### config.mk
export PLATFORM = sky130hd
export DESIGN_NAME = fsk_deframer_flat
export DESIGN_NICKNAME = d
export VERILOG_FILES = /design/src/rtl/fsk_frame_pkg.sv /design/src/rtl/fsk_deframer_if.sv /design/src/rtl/fsk_deframer_sync_correlator.sv /design/src/rtl/fsk_deframer.sv /design/src/flat_wrapper.sv
export SDC_FILE = /design/constraint.sdc
export NUM_CORES = 1
export LEC_CHECK = 0
export ABC_AREA = 1
export CORE_UTILIZATION = 60
export CTS_CLUSTER_SIZE = 24
export DETAILED_ROUTE_END_ITERATION = 7
export GPL_TIMING_DRIVEN = 0
export HOLD_SLACK_MARGIN = 0.03
export PLACE_DENSITY = 0.83
export REMOVE_ABC_BUFFERS = 1
export SLEW_MARGIN = 20
export SYNTH_ARGS = -nofsm -noshare
export SYNTH_HDL_FRONTEND = slang
export SYNTH_SLANG_ARGS = --single-unit
### constraint.sdc
create_clock -name clk -period 2.9 [get_ports clk]
set_clock_uncertainty 0.05 [all_clocks]
set_input_delay 0.435 -clock clk [delete_from_list [all_inputs] [get_ports clk]]
set_output_delay 0.435 -clock clk [all_outputs]
set_load 0.02 [all_outputs]
### src/rtl/fsk_frame_pkg.sv
// fsk_frame_pkg
// Shared types and default frame geometry for the FSK receive deframer.
// No ports. Provides:
//   state_t           frame synchroniser state (HUNT, DATA, CHECK)
//   DEF_WORD_W        default payload width (8 data bits + check bit)
//   DEF_SYNC_W        default sync word length
//   DEF_SYNC_PATTERN  default sync word, MSB transmitted first
//   FRAME_W           total bits per frame at the default geometry
//   max_int           helper for sizing counters from two lengths
package fsk_frame_pkg;

  typedef enum logic [1:0] {
    HUNT,
    DATA,
    CHECK
  } state_t;

  localparam int DEF_WORD_W = 9;
  localparam int DEF_SYNC_W = 7;
  localparam logic [6:0] DEF_SYNC_PATTERN = 7'b1110010;
  localparam int FRAME_W = DEF_SYNC_W + DEF_WORD_W;

  function automatic int max_int(input int a, input int b);
    return (a > b) ? a : b;
  endfunction

endpackage

### src/rtl/fsk_deframer_if.sv
// fsk_deframer_if
// Bundles the serial bit input and the parallel word output of the deframer.
// Signals:
//   bit_in      recovered serial bit (valid only with bit_valid)
//   bit_valid   bit strobe
//   dataout     last assembled word, MSB = first received payload bit
//   data_valid  one-cycle pulse when dataout is updated
//   locked      frame lock flag
//   sync_miss   one-cycle pulse when a sync check fails
// Modports:
//   master  bit source / word consumer side (drives bit_in, bit_valid)
//   slave   deframer side (drives the word and status outputs)
interface fsk_deframer_if
  import fsk_frame_pkg::*;
#(
  parameter int WORD_W = DEF_WORD_W
) ();

  logic              bit_in;
  logic              bit_valid;
  logic [WORD_W-1:0] dataout;
  logic              data_valid;
  logic              locked;
  logic              sync_miss;

  modport master (
    output bit_in, bit_valid,
    input  dataout, data_valid, locked, sync_miss
  );

  modport slave (
    input  bit_in, bit_valid,
    output dataout, data_valid, locked, sync_miss
  );

endinterface

### src/rtl/fsk_deframer_sync_correlator.sv
// sync_correlator
// Holds the sync-length shift register of received bits and compares the
// value it is about to take (including the current bit) with the sync word.
// Ports:
//   clk       system clock
//   reset     asynchronous active-low reset (clears the shift register)
//   shift_en  accept bit_in this cycle
//   bit_in    serial bit
//   match     combinational: post-shift value equals SYNC_PATTERN
module sync_correlator
  import fsk_frame_pkg::*;
#(
  parameter int                SYNC_W       = DEF_SYNC_W,
  parameter logic [SYNC_W-1:0] SYNC_PATTERN = DEF_SYNC_PATTERN
) (
  input  logic clk,
  input  logic reset,
  input  logic shift_en,
  input  logic bit_in,
  output logic match
);

  logic [SYNC_W-1:0] sreg;
  logic [SYNC_W-1:0] shifted;

  // The compare looks at the value including the bit being accepted now, so
  // the FSM can act on a sync hit in the same edge that accepts its last bit.
  assign shifted = {sreg[SYNC_W-2:0], bit_in};
  assign match   = (shifted == SYNC_PATTERN);

  always_ff @(posedge clk or negedge reset) begin
    if (!reset) begin
      sreg <= '0;
    end else if (shift_en) begin
      sreg <= shifted;
    end
  end

endmodule

### src/rtl/fsk_deframer.sv
// fsk_deframer
// Frame synchroniser for the FSK receive path. Hunts for the sync word,
// acquires lock after LOCK_N consecutive sync hits, flywheels through up to
// UNLOCK_N-1 consecutive sync misses, and emits each payload word received
// while locked as a parallel word with a one-cycle valid pulse.
// Ports:
//   clk    system clock, rising edge
//   reset  asynchronous active-low reset
//   bus    fsk_deframer_if.slave: bit_in/bit_valid in;
//          dataout/data_valid/locked/sync_miss out (all registered)
module fsk_deframer
  import fsk_frame_pkg::*;
#(
  parameter int                WORD_W       = DEF_WORD_W,
  parameter int                SYNC_W       = DEF_SYNC_W,
  parameter logic [SYNC_W-1:0] SYNC_PATTERN = DEF_SYNC_PATTERN,
  parameter int                LOCK_N       = 2,
  parameter int                UNLOCK_N     = 3
) (
  input logic           clk,
  input logic           reset,
  fsk_deframer_if.slave bus
);

  localparam int CNT_W  = $clog2(max_int(WORD_W, SYNC_W));
  localparam int HIT_W  = $clog2(LOCK_N + 1);
  localparam int MISS_W = $clog2(UNLOCK_N + 1);

  localparam logic [CNT_W-1:0]  WORD_LAST = CNT_W'(WORD_W - 1);
  localparam logic [CNT_W-1:0]  SYNC_LAST = CNT_W'(SYNC_W - 1);
  localparam logic [HIT_W-1:0]  HIT_MAX   = HIT_W'(LOCK_N);
  localparam logic [HIT_W-1:0]  HIT_LAST  = HIT_W'(LOCK_N - 1);
  localparam logic [MISS_W-1:0] MISS_LAST = MISS_W'(UNLOCK_N - 1);

  state_t            state_q, state_d;
  logic [CNT_W-1:0]  cnt_q, cnt_d;
  logic [HIT_W-1:0]  hits_q, hits_d;
  logic [MISS_W-1:0] misses_q, misses_d;
  logic [WORD_W-1:0] word_q, word_d;
  logic [WORD_W-1:0] word_next;
  logic [WORD_W-1:0] dataout_q, dataout_d;
  logic              data_valid_q, data_valid_d;
  logic              locked_q, locked_d;
  logic              sync_miss_q, sync_miss_d;
  logic              match;

  sync_correlator #(
    .SYNC_W       (SYNC_W),
    .SYNC_PATTERN (SYNC_PATTERN)
  ) u_corr (
    .clk      (clk),
    .reset    (reset),
    .shift_en (bus.bit_valid),
    .bit_in   (bus.bit_in),
    .match    (match)
  );

  assign word_next = {word_q[WORD_W-2:0], bus.bit_in};

  always_ff @(posedge clk or negedge reset) begin
    if (!reset) begin
      state_q      <= HUNT;
      cnt_q        <= '0;
      hits_q       <= '0;
      misses_q     <= '0;
      word_q       <= '0;
      dataout_q    <= '0;
      data_valid_q <= 1'b0;
      locked_q     <= 1'b0;
      sync_miss_q  <= 1'b0;
    end else begin
      state_q      <= state_d;
      cnt_q        <= cnt_d;
      hits_q       <= hits_d;
      misses_q     <= misses_d;
      word_q       <= word_d;
      dataout_q    <= dataout_d;
      data_valid_q <= data_valid_d;
      locked_q     <= locked_d;
      sync_miss_q  <= sync_miss_d;
    end
  end

  // Everything holds on cycles without an accepted bit; only the two pulse
  // outputs fall back to 0.
  always_comb begin
    state_d      = state_q;
    cnt_d        = cnt_q;
    hits_d       = hits_q;
    misses_d     = misses_q;
    word_d       = word_q;
    dataout_d    = dataout_q;
    data_valid_d = 1'b0;
    locked_d     = locked_q;
    sync_miss_d  = 1'b0;

    if (bus.bit_valid) begin
      case (state_q)
        HUNT: begin
          if (match) begin
            state_d  = DATA;
            hits_d   = HIT_W'(1);
            misses_d = '0;
            cnt_d    = '0;
          end
        end

        // Words finished while unlocked are dropped without touching dataout.
        DATA: begin
          word_d = word_next;
          cnt_d  = cnt_q + 1'b1;
          if (cnt_q == WORD_LAST) begin
            cnt_d   = '0;
            state_d = CHECK;
            if (locked_q) begin
              dataout_d    = word_next;
              data_valid_d = 1'b1;
            end
          end
        end

        // A miss while locked keeps the frame timing (flywheel) until
        // UNLOCK_N misses in a row; a miss while unlocked restarts the hunt.
        CHECK: begin
          cnt_d = cnt_q + 1'b1;
          if (cnt_q == SYNC_LAST) begin
            cnt_d = '0;
            if (match) begin
              misses_d = '0;
              state_d  = DATA;
              if (hits_q >= HIT_LAST) begin
                hits_d   = HIT_MAX;
                locked_d = 1'b1;
              end else begin
                hits_d = hits_q + 1'b1;
              end
            end else begin
              sync_miss_d = 1'b1;
              if (!locked_q) begin
                state_d = HUNT;
                hits_d  = '0;
              end else if (misses_q >= MISS_LAST) begin
                locked_d = 1'b0;
                hits_d   = '0;
                misses_d = '0;
                state_d  = HUNT;
              end else begin
                misses_d = misses_q + 1'b1;
                state_d  = DATA;
              end
            end
          end
        end

        default: begin
          state_d = HUNT;
        end
      endcase
    end
  end

  assign bus.dataout    = dataout_q;
  assign bus.data_valid = data_valid_q;
  assign bus.locked     = locked_q;
  assign bus.sync_miss  = sync_miss_q;

endmodule

### src/flat_wrapper.sv
// flat-port wrapper written by rule: the top's interface ports become plain ports
module fsk_deframer_flat import fsk_frame_pkg::*;
#(
  parameter int                WORD_W       = DEF_WORD_W,
  parameter int                SYNC_W       = DEF_SYNC_W,
  parameter logic [SYNC_W-1:0] SYNC_PATTERN = DEF_SYNC_PATTERN,
  parameter int                LOCK_N       = 2,
  parameter int                UNLOCK_N     = 3
)
  (clk, reset, bus_bit_in, bus_bit_valid, bus_dataout, bus_data_valid, bus_locked, bus_sync_miss);
  fsk_deframer_if #(.WORD_W(WORD_W)) bus_i ();
  input logic clk;
  input logic reset;
  input wire logic [$bits(bus_i.bit_in)-1:0] bus_bit_in;
  input wire logic [$bits(bus_i.bit_valid)-1:0] bus_bit_valid;
  output wire logic [$bits(bus_i.dataout)-1:0] bus_dataout;
  output wire logic [$bits(bus_i.data_valid)-1:0] bus_data_valid;
  output wire logic [$bits(bus_i.locked)-1:0] bus_locked;
  output wire logic [$bits(bus_i.sync_miss)-1:0] bus_sync_miss;
  assign bus_i.bit_in = bus_bit_in;
  assign bus_i.bit_valid = bus_bit_valid;
  assign bus_dataout = bus_i.dataout;
  assign bus_data_valid = bus_i.data_valid;
  assign bus_locked = bus_i.locked;
  assign bus_sync_miss = bus_i.sync_miss;
  fsk_deframer #(.WORD_W(WORD_W), .SYNC_W(SYNC_W), .SYNC_PATTERN(SYNC_PATTERN), .LOCK_N(LOCK_N), .UNLOCK_N(UNLOCK_N)) u_core (.clk(clk), .reset(reset), .bus(bus_i));
endmodule
Word-level counts from Yosys, hierarchy flattened --
Cells that the tools add are included.
Storage, ports and cells: bits in registers 36, word-level logic and storage cells 71
Cells by class: add/sub/neg operators 3, $lt $le $gt $ge 2, equality and inequality tests 11, muxes and demuxes 35, reduce and logical (&&, ||, !) cells 10
Operator list (count):
- 2-bit two-way mux | 15
- 1-bit two-way mux | 13
- 4-bit two-way mux | 3
- 4-bit one-hot mux with 3 select lines | 1
- 4-bit AND reduction | 3
- 5-bit AND reduction | 2
- 2-bit one-hot mux with 2 select lines | 2
- 7-bit equality test (second input constant) | 1
- 2-bit by 1-bit != test with 1-bit output (second input constant) | 3
- 2-bit one-hot mux with 3 select lines | 1
- 2-bit by 1-bit adder with 2-bit output (second input constant) | 2
- 4-bit by 1-bit adder with 4-bit output (second input constant) | 1
- 4-bit by 3-bit equality test with 1-bit output (second input constant) | 1
- 4-bit equality test (second input constant) | 1
- 4-bit != test (second input constant) | 1
- 3-bit by 1-bit != test with 1-bit output (second input constant) | 1
- 3-bit AND reduction | 1
- 3-bit nonzero test | 1
- 2-bit by 1-bit equality test with 1-bit output (second input constant) | 1
- 2-bit equality test (second input constant) | 1
- 2-bit by 1-bit greater-or-equal comparator with 1-bit output (second input constant) | 1
- 2-bit greater-or-equal comparator (second input constant) | 1
- 2-bit logical NOT | 1
- 2-bit != test (second input constant) | 1
- 2 further kinds | 2

Longest topological paths before layout --
word-level depth 6, gate-level depth with buffers 9, gate-level depth less buffers 9

By module --
From an unflattened synthesis, not the netlist that was laid out.
Second synthesis, totals: cells, all modules 207, area, all modules 1791.7 um^2
By module, submodules not included:
- fsk_deframer | times used 1, cells an instance 178, area an instance 1524.0 um^2, seq. area each 750.7 um^2
- sync_correlator | times used 1, cells an instance 29, area an instance 267.8 um^2, seq. area each 150.1 um^2

Least setup slack after synthesis --
OpenSTA, ideal clock, no wires.
kind register -> register, start point reg u_core.state_q[1], end point reg u_core.dataout_q[7] (netlist: u_core.bus.dataout[7]), library setup time 0.118 ns, arrival 1.332 ns, required time 2.732 ns, path slack 1.400 ns, stages on the path, launching flop included 9, cell sequence dfrtp_1 -> inv_1 -> ha_1 -> nand2_4 -> nor3_4 -> inv_2 -> buf_6 -> nand2_1 -> o21ai_2
Between the ends: cells in the longest elaborated chain, start to end 2
RTL lines:
- from (decl) | line fsk_deframer.sv:35 | state_t state_q, state_d;
- from (signal assigned) | line fsk_deframer.sv:72 | state_q <= state_d;
- 2-bit by 1-bit equality test with 1-bit output | line fsk_deframer.sv:98 | case (state_q)
- 4-bit AND reduction (no source line)
- to (signal assigned) | line fsk_deframer.sv:77 | dataout_q <= dataout_d;
- to (decl) | line fsk_deframer.sv:41 | logic [WORD_W-1:0] dataout_q, dataout_d;
No other way between the ends. A chain may end at the register's enable or synchronous reset.

Worst setup path after layout --
start point reg u_core.locked_q (netlist: u_core.bus.locked), end point out bus_locked
RTL lines:
- from (decl) | line fsk_deframer.sv:43 | logic locked_q, locked_d;
- from (signal assigned) | line fsk_deframer.sv:79 | locked_q <= locked_d;
- to (decl) | line flat_wrapper.sv:18 | output wire logic [$bits(bus_i.locked)-1:0] bus_locked;
No word-level cell between the ends.

==> impl_metrics.csv <==
group,metric,value,unit
final_layout,fill_cells,199,
logic_synthesis,syn_area_per_cell,8.80,um^2
final_layout,drive_above_1_share,14.3,%
clock_network,tritoncts,"built",
run_status,status,"completed",
detailed_routing,wirelength,3.05,mm
sta,final.setup.worst_slack,0.972,ns
clock_network,htreeDepth,2,
logic_synthesis,ys_types,26,
sta,worstMarginPinSlew,0.449,ns
sta,setup_viol,0,
power,power.density,697,nW/um^2
logic_synthesis,async_flop_share,100,%
sta,period_needed,1.93,ns
final_layout,finalNetCount,234,
setup_path,critPathMaxStageDelay,0.65,ns
sta,rsz0062_at_grt,"no",
grt,grt_pass1_wl,5.32,mm
placement,placed_cell_area,1960,um^2
logic_synthesis,synthTopCellsByCount,"nand2_1 (61), dfrtp_1 (36), inv_1 (26), o21ai_0 (16), nor2_1 (9)",
logic_synthesis,ys_seq_elements,36,
grt,grt_use_total,21.7,%
grt,met1_usage,26.9,%
grt,grt_pass1_vias,1264,
detailed_routing,drc_errors,0,
logic_synthesis,synth_area_leaders,"dfrtp_1 (51%), nand2_1 (13%), inv_1 (5.5%)",
setup_path,crit_chain,"clkdlybuf4s50_1",
setup_path,worstPathRequired,2.41,ns
setup_path,crit_type,"flop to output pin",
logic_synthesis,ys.flop_type,"dfrtp_1",
grt,use_met2,36.5,%
floorplanning,initial_core_util,63.9,%
logic_synthesis,syn_inst,202,
detailed_routing,wl_per_cell,12.0,um
placement,dp_hpwl,2.22,mm
setup_path,cp_slowest_cell,"clkdlybuf4s50_1",
logic_synthesis,yosysWarnings,0,
detailed_routing,avgViaCountPerCell,5.28,
detailed_routing,first_pass_iters,4,
floorplanning,die_x,56.4,um
setup_path,crit_path_start_kind,"flop",
hold_path,hold_class,"input port to asynchronous set/reset pin",
floorplanning,coreArea,2780,um^2
logic_synthesis,synth_edf_count,0,
grt,grt_use_met3,5.76,%
logic_synthesis,post-synth-top-count-cell,"nand2_1",
floorplanning,die_h,56.4,um
setup_path,arrival,1.44,ns
run,drv_cap,0,
grt,globalRoute.busiestLayer,"met2",
logic_synthesis,ys_seq_area_share,50.7,%
final_layout,area_growth,14.2,%
grt,grt_max_degree,36,
setup_path,end_kind,"output pin",
grt,grt_overflow,0,
sta,period_share,66.5,%
floorplanning,die_area,3180,um^2
clock_network,path_clk_slew,0.10,ns
power,ir_drop,539,uV
sta,fmax,519,MHz
setup_path,path_delay_family,"buffers and inverters",
floorplanning,rows,19,
final_layout,antenna_cells,0,
final_layout,fin_area,2030,um^2
clock_network,ctsLongestPathBuffers,2,
sta,finalHoldViolations,0,
logic_synthesis,netlist_area,1780,um^2
logic_synthesis,yosysTopAreaCellShare,50.7,%
power,leakage,0.979,nW
detailed_routing,drtIter0Drc,67,
floorplanning,num_io_pins,16,
setup_path,crit_buf_inv,1,
final_layout,final_util,73.0,%
placement,dpl_worst_slack,0.732,ns
placement,numPortBuffers,15,
clock_network,clock-sinks,36,
clock_network,clkLatencyLatePin,0.32,ns
placement,gp_congestion,0.845,
clock_network,cts.root.buffer_cell,"clkbuf_4",
detailed_routing,vias,1342,
clock_network,cts_setup_buffers,0,
sta,maxSlewViolCount,0,
grt,grt_antenna_before_repair,0,
logic_synthesis,synth_top_cell_by_area,"dfrtp_1",
sta,fin_setup_tns,0,ns
detailed_routing,postRouteAntennaNets,0,
sta,slew_headroom,69.9,%
setup_path,path_max_fanout,6,
clock_network,numCtsBuffers,5,
-- flip-flops by register name (all words and copies together) (netlist names) --
register               count
u_core.word_q              8
u_core.hits_q              2
u_core.state_q             2
u_core.u_corr.sreg         6
u_core.bus.dataout         9
u_core.bus.sync_miss       1
u_core.bus.data_valid      1
u_core.misses_q            2
u_core.cnt_q               4
u_core.bus.locked          1
-- per-stage QoR --
| stage | instances | hold WS, ns | power [W] |
|---|---|---|---|
| 2_1_floorplan | 199 | 0.0894 | 0.00102 |
| 3_3_place_gp | 245 | 0.406 | 0.00110 |
| 3_5_place_dp | 246 | 0.184 | 0.00114 |
| 4_1_cts | 254 | 0.350 | 0.00143 |
| 5_1_grt | 254 | 0.373 | 0.00153 |
| 6_report | 254 | 0.379 | 0.00142 |
-- layer usage --
layer / vias up / part of all wire, % / routed length [um]
met4: 0 / 2.3 / 69
met3: 8 / 4.7 / 144
met2: 33 / 50 / 1520
met1: 623 / 43 / 1310
li1: 678 / - / -
met5: - / 0 / 0
-- area by class of cell --
| class | instances | area, um^2 | share of cell area (%) |
|---|---|---|---|
| clock buffer | 7 | 65.1 | 3.20 |
| inverter | 30 | 113 | 5.55 |
| multi-input combinational | 133 | 738 | 36.4 |
| sequential | 36 | 901 | 44.4 |
| tap | 31 | 38.8 | 1.91 |
| timing repair buffer | 17 | 175 | 8.63 |
-- timing repair --
item / in CTS / in global routing
resized for setup: 0 / 0
hold endpoints to repair: 36 / 0
hold buffers: 1 / 0
-- power by group --
| group | switching, W | internal, W | leakage, nW |
|---|---|---|---|
| clock | 0.000149 | 0.000137 | 0.0374 |
| combinational | 0.000317 | 0.000161 | 0.460 |
| sequential | 0.0000619 | 0.000588 | 0.482 |
-- cells by family after synthesis --
logic type / after synthesis / share of synthesized area [%]
and+or+nand+nor: 89 / 22.7
DFF: 36 / 50.7
AOI/OAI and AO/OA: 35 / 12.9
buffers and inverters: 33 / 7.81
adders and majority gates: 7 / 4.93
xor gates and xnor gates: 2 / 0.985
-- final timing paths --
kind	start	endpoint	slack (ns)	depth (start not counted)
min in group clk	u_core.u_corr.sreg[5]	u_core.u_corr.sreg[5]	0.44	2
worst max register to register	u_core.state_q[1]	u_core.bus.dataout[2]	1.17	7
max in group asynchronous	reset	u_core.u_corr.sreg[1]	2.07	3
worst max-delay path	u_core.bus.locked	bus_locked	0.97	1
worst min register to register	u_core.u_corr.sreg[5]	u_core.u_corr.sreg[5]	0.44	2
worst min-delay path	reset	u_core.bus.dataout[5]	0.38	2
-- layout by cell type, fill, tap and decap left out --
cell	count
inv_2	4
a21oi_4	1
nor2_2	1
buf_2	1
a21oi_2	1
o21bai_1	4
nand2_4	1
nand2_1	61
nand3_1	5
clkdlybuf4s50_1	14
buf_12	1
nand2_2	2
nor4_1	1
clkbuf_8	2
nor2_4	1
a21oi_1	2
o21ai_2	8
o21ai_1	3
dlygate4sd3_1	1
nand3_2	3
o21ai_0	16
dfrtp_1	36
nor3_1	3
inv_1	26
clkbuf_4	5
ha_1	7
and2_1	1
xor2_1	2
nor3_4	1
nor2_1	9
(Power assumes the default switching activity.)
==> RTL edit 1, RTL diff (config.mk and constraints unchanged) <==
`UNLOCK_N` is set to 3 in 2 places; all go to 5.
--- a/src/rtl/fsk_deframer.sv
+++ b/src/rtl/fsk_deframer.sv
@@ -15,7 +15,7 @@
   parameter int                SYNC_W       = DEF_SYNC_W,
   parameter logic [SYNC_W-1:0] SYNC_PATTERN = DEF_SYNC_PATTERN,
   parameter int                LOCK_N       = 2,
-  parameter int                UNLOCK_N     = 3
+  parameter int                UNLOCK_N     = 5
 ) (
   input logic           clk,
   input logic           reset,
--- a/src/flat_wrapper.sv
+++ b/src/flat_wrapper.sv
@@ -5,7 +5,7 @@
   parameter int                SYNC_W       = DEF_SYNC_W,
   parameter logic [SYNC_W-1:0] SYNC_PATTERN = DEF_SYNC_PATTERN,
   parameter int                LOCK_N       = 2,
-  parameter int                UNLOCK_N     = 3
+  parameter int                UNLOCK_N     = 5
 )
   (clk, reset, bus_bit_in, bus_bit_valid, bus_dataout, bus_data_valid, bus_locked, bus_sync_miss);
   fsk_deframer_if #(.WORD_W(WORD_W)) bus_i ();
Check against the original RTL: no difference found for any inputs over 10 cycles, from zero or initial values and one cycle with reset low; that may be too few to reach the edited logic, so the function may still have changed.
==> RTL edit 1 against the original RTL <==
- critical path depth rose by 5
- combinational power fell by 7.3%
- first-iteration DRC count fell by 15%
- wire length rose by 2.8%
- worst setup slack got worse by 0.12 ns
- final area rose by 6.5%
- die area rose by 6.2%
- sequential cell count rose by 1
- area after synthesis rose by 6.4%
- utilization fell by 1.6 points
- total power fell by 2.2%
- critical path type is now input port to flip-flop
==> RTL edit 1: results (changes against the original RTL) <==
routed wire length 3.13 mm (+2.8%); clock-pin slew of the registers on the worst-case setup and hold paths 0.12 ns (+0.02 ns); multi-input gate share of the layout cell area 38.4% (+2.0 points); outcome complete, no violations; Detailed Place HPWL 2.28 mm (+2.8%); Largest stage delay, worst path 0.82 ns (+0.17 ns); sequential area share after synthesis 48.9% (-1.7 points); combinational fraction of design power 32.0% (-1.8 points); vias in the first global route 1322 (+4.6%); Core Util, Final 71.4% (-1.6 points); Max VDD drop 0.432 mV (-20%); Final GP Congestion 0.818 (-3.1%); Met3 Wirelength 113 um (-22%); clk_lat worst skew 0.35 ns (+0.03 ns); placed cell count 270 (+9.8%); met2 routed wirelength 1.47 mm (-3.7%); synth cell count leaders 61 x nand2_1, 37 x dfrtp_1, 26 x inv_1; Setup WS pre-CTS 0.478 ns (-0.254 ns); share of cells above drive strength 1 14.5% (+0.12 points); GR Util met2 35.1% (-1.3 points); total track usage 22.0% (+0.28 points); reg-to-reg setup timing slack 1.10 ns (-0.07 ns); nets 248 (+6.0%); synth unique cells 25 (-3.8%); Synth Register Bits 37 (+2.8%)
## RTL edit 1: cell types whose count changed in the layout (fill, tap and decap cells not counted), sizes merged, moves of 3 or more
| cell | unedited run | this run |
|---|---|---|
| nor2 | 11 | 16 |
| nand2 | 64 | 67 |
| nor3 | 4 | 1 |
| nand4 | 0 | 5 |
| clkinv | 0 | 3 |
| ha | 7 | 10 |
## RTL edit 1: worst max path at each step
| stage | startpoint | endpoint | cells after the start |
|---|---|---|---|
| after global routing | bus_bit_valid | u_core.bus.dataout[8] | 6 |
| after detailed placement | bus_bit_valid | u_core.bus.dataout[4] | 6 |
| final | bus_bit_valid | u_core.bus.dataout[1] | 6 |
| after floorplan | u_core.state_q[0] | u_core.hits_q[0] | 7 |
| after global placement | reset | u_core.bus.dataout[1] | 1 |
| after CTS | bus_bit_valid | u_core.bus.dataout[8] | 6 |
## RTL edit 1: repair_timing
item | 4_1_cts | 5_1_grt
endpoints found under the hold margin | 13 | 0
hold buffers | 1 | 0
resized for setup | 0 | 0
buffers inserted | 0 | 0
==> RTL edit 2, RTL diff (same flow settings) <==
Made on the original files. One comparison of `cnt_q` changes from == to >=.
--- a/src/rtl/fsk_deframer.sv
+++ b/src/rtl/fsk_deframer.sv
@@ -109,7 +109,7 @@
         DATA: begin
           word_d = word_next;
           cnt_d  = cnt_q + 1'b1;
-          if (cnt_q == WORD_LAST) begin
+          if (cnt_q >= WORD_LAST) begin
             cnt_d   = '0;
             state_d = CHECK;
             if (locked_q) begin
Check against the original RTL: no difference found for any inputs over 10 cycles, from zero or initial values and one cycle with reset low; that may be too few to reach the edited logic, so the function may still have changed.
==> RTL edit 2 against the original RTL <==
- final area shrank 1.5%
- cell count shrank 9.4%
- non-clock buffer count is the same
- area after synthesis shrank 3.4%
- worst setup slack lost 0.48 ns
- wire length grew 5.4%
- total power grew 6.2%
- sequential cell count is the same
- maximum frequency shrank 20%
- largest power group unchanged
==> RTL edit 2: results (changes against the original RTL) <==
Post CTS Setup Buffer Count 0 (unchanged); synth unique cells 29 (+12%); Area contributors post-synth dfrtp_1 52%, nand2_1 8.5%, ha_1 5.1%; cells on worst reg2reg path 5 (-2); r2r endpoint u_core.bus.dataout[1]; pin count of the biggest net entering global routing 22 (-39%); Detailed Place HPWL 2.36 mm (+6.2%); share of cells above drive strength 1 16.6% (+2.2 points); WP data arrival 2.58 ns (+1.14 ns); P_int 0.957 mW (+8.0%); first-pass GRT wire length 5.61 mm (+5.5%); CTS resizes 0 (unchanged); sequential area share after synthesis 52.4% (+1.8 points); Pleak 1.01 nW (+2.9%); fill cell count 177 (-11%); Vias/cell 5.50 (+4.2%); nets 209 (-11%); max_slew headroom 61.9% (-8.0 points); Max VDD drop 0.752 mV (+39%); clock-pin slew of the registers on the worst-case setup and hold paths 0.12 ns (+0.02 ns); Largest stage delay, worst path 0.74 ns (+0.09 ns); synth cell count leaders 39 x nand2_1, 36 x dfrtp_1, 17 x inv_1; HP Class flip-flop to flip-flop; Hold Path End u_core.bus.dataout[4]; Worst Min Path Start u_core.bus.dataout[4]; total track usage 23.8% (+2.1 points); reg-to-reg setup timing slack 0.75 ns (-0.42 ns); vias in the first global route 1285 (+1.7%); outcome complete, no violations; Crit path max-delay family simple AND/OR/NAND/NOR gates; placed inst area 1910 um2 (-2.4%); Final GP Congestion 0.767 (-9.2%)
==> RTL edit 2: worst max path at each step <==
| stage | slack (ns) | to | startpoint | depth (start not counted) |
|---|---|---|---|---|
| final | 0.49 | u_core.bus.dataout[1] | bus_bit_valid | 4 |
| after global routing | 0.34 | u_core.bus.dataout[1] | bus_bit_valid | 4 |
| after CTS | 0.51 | u_core.bus.dataout[5] | bus_bit_valid | 4 |
| after detailed placement | 0.13 | u_core.bus.dataout[5] | bus_bit_valid | 4 |
| after global placement | 0.20 | u_core.bus.dataout[2] | bus_bit_valid | 4 |
| after floorplan | 1.13 | u_core.bus.dataout[1] | u_core.state_q[1] | 5 |
==> RTL edit 2: final cells by class <==
class                   count  share of cell area (%)
clock buffers               5                    1.88
clock inverters             3                    2.13
inverters                  21                    3.94
multi-input cells         117                    35.9
flip-flops and latches     36                    45.1
well taps                  31                    1.94
repair buffers             17                    9.14
==> RTL edit 2: through the flow <==
step | util, % | worst slack [ns] | cells | hold slack (ns)
6_report | 73.1 | 0.494 | 230 | 0.448
5_1_grt | 73.1 | 0.336 | 230 | 0.479
2_1_floorplan | - | 1.13 | 174 | 0.0894
3_5_place_dp | 69.8 | 0.129 | 221 | 0.334
3_3_place_gp | 69.0 | 0.198 | 220 | 0.416
4_1_cts | 73.1 | 0.506 | 230 | 0.454
==> RTL edit 2: per-layer routing <==
| layer | global-route usage [%] | up-vias | wire, um |
|---|---|---|---|
| met5 | 0 | - | 0 |
| met4 | 13.6 | 0 | 114 |
| met3 | 4.68 | 17 | 104 |
| met2 | 41.0 | 36 | 1690 |
| met1 | 27.7 | 608 | 1310 |
| li1 | - | 605 | - |
==> RTL edit 2: power by group through the flow <==
stage                     Sequential (mW)  Combinational [mW]  Clock [mW]
final                               0.680               0.473       0.351
after global routing                0.695               0.534       0.374
after CTS                           0.679               0.470       0.359
after floorplan                     0.666               0.361           0
after global placement              0.679               0.423           0
after detailed placement            0.689               0.467           0
==> RTL edit 2: worst register-to-register path, stage by stage (launching register included) <==
cell and delay (ns):
dfrtp_1 0.43, inv_1 0.09, ha_1 0.18, nand2_1 0.32, nor3_4 0.58, mux2_2 0.40
==> RTL edit 2: cell families (layout without fill, tap and decap cells) <==
| group | Yosys count | in the layout | share of synthesized area (%) |
|---|---|---|---|
| AO/OA/AOI/OAI | 21 | 21 | 7.07 |
| XOR/XNOR | 2 | 2 | 1.02 |
| adder cells (fa/ha/maj) | 7 | 7 | 5.10 |
| buffers and inverters | 24 | 46 | 5.75 |
| flip-flops | 36 | 36 | 52.4 |
| multiplexers | 12 | 12 | 7.87 |
| AND/OR/NAND/NOR | 75 | 75 | 20.8 |
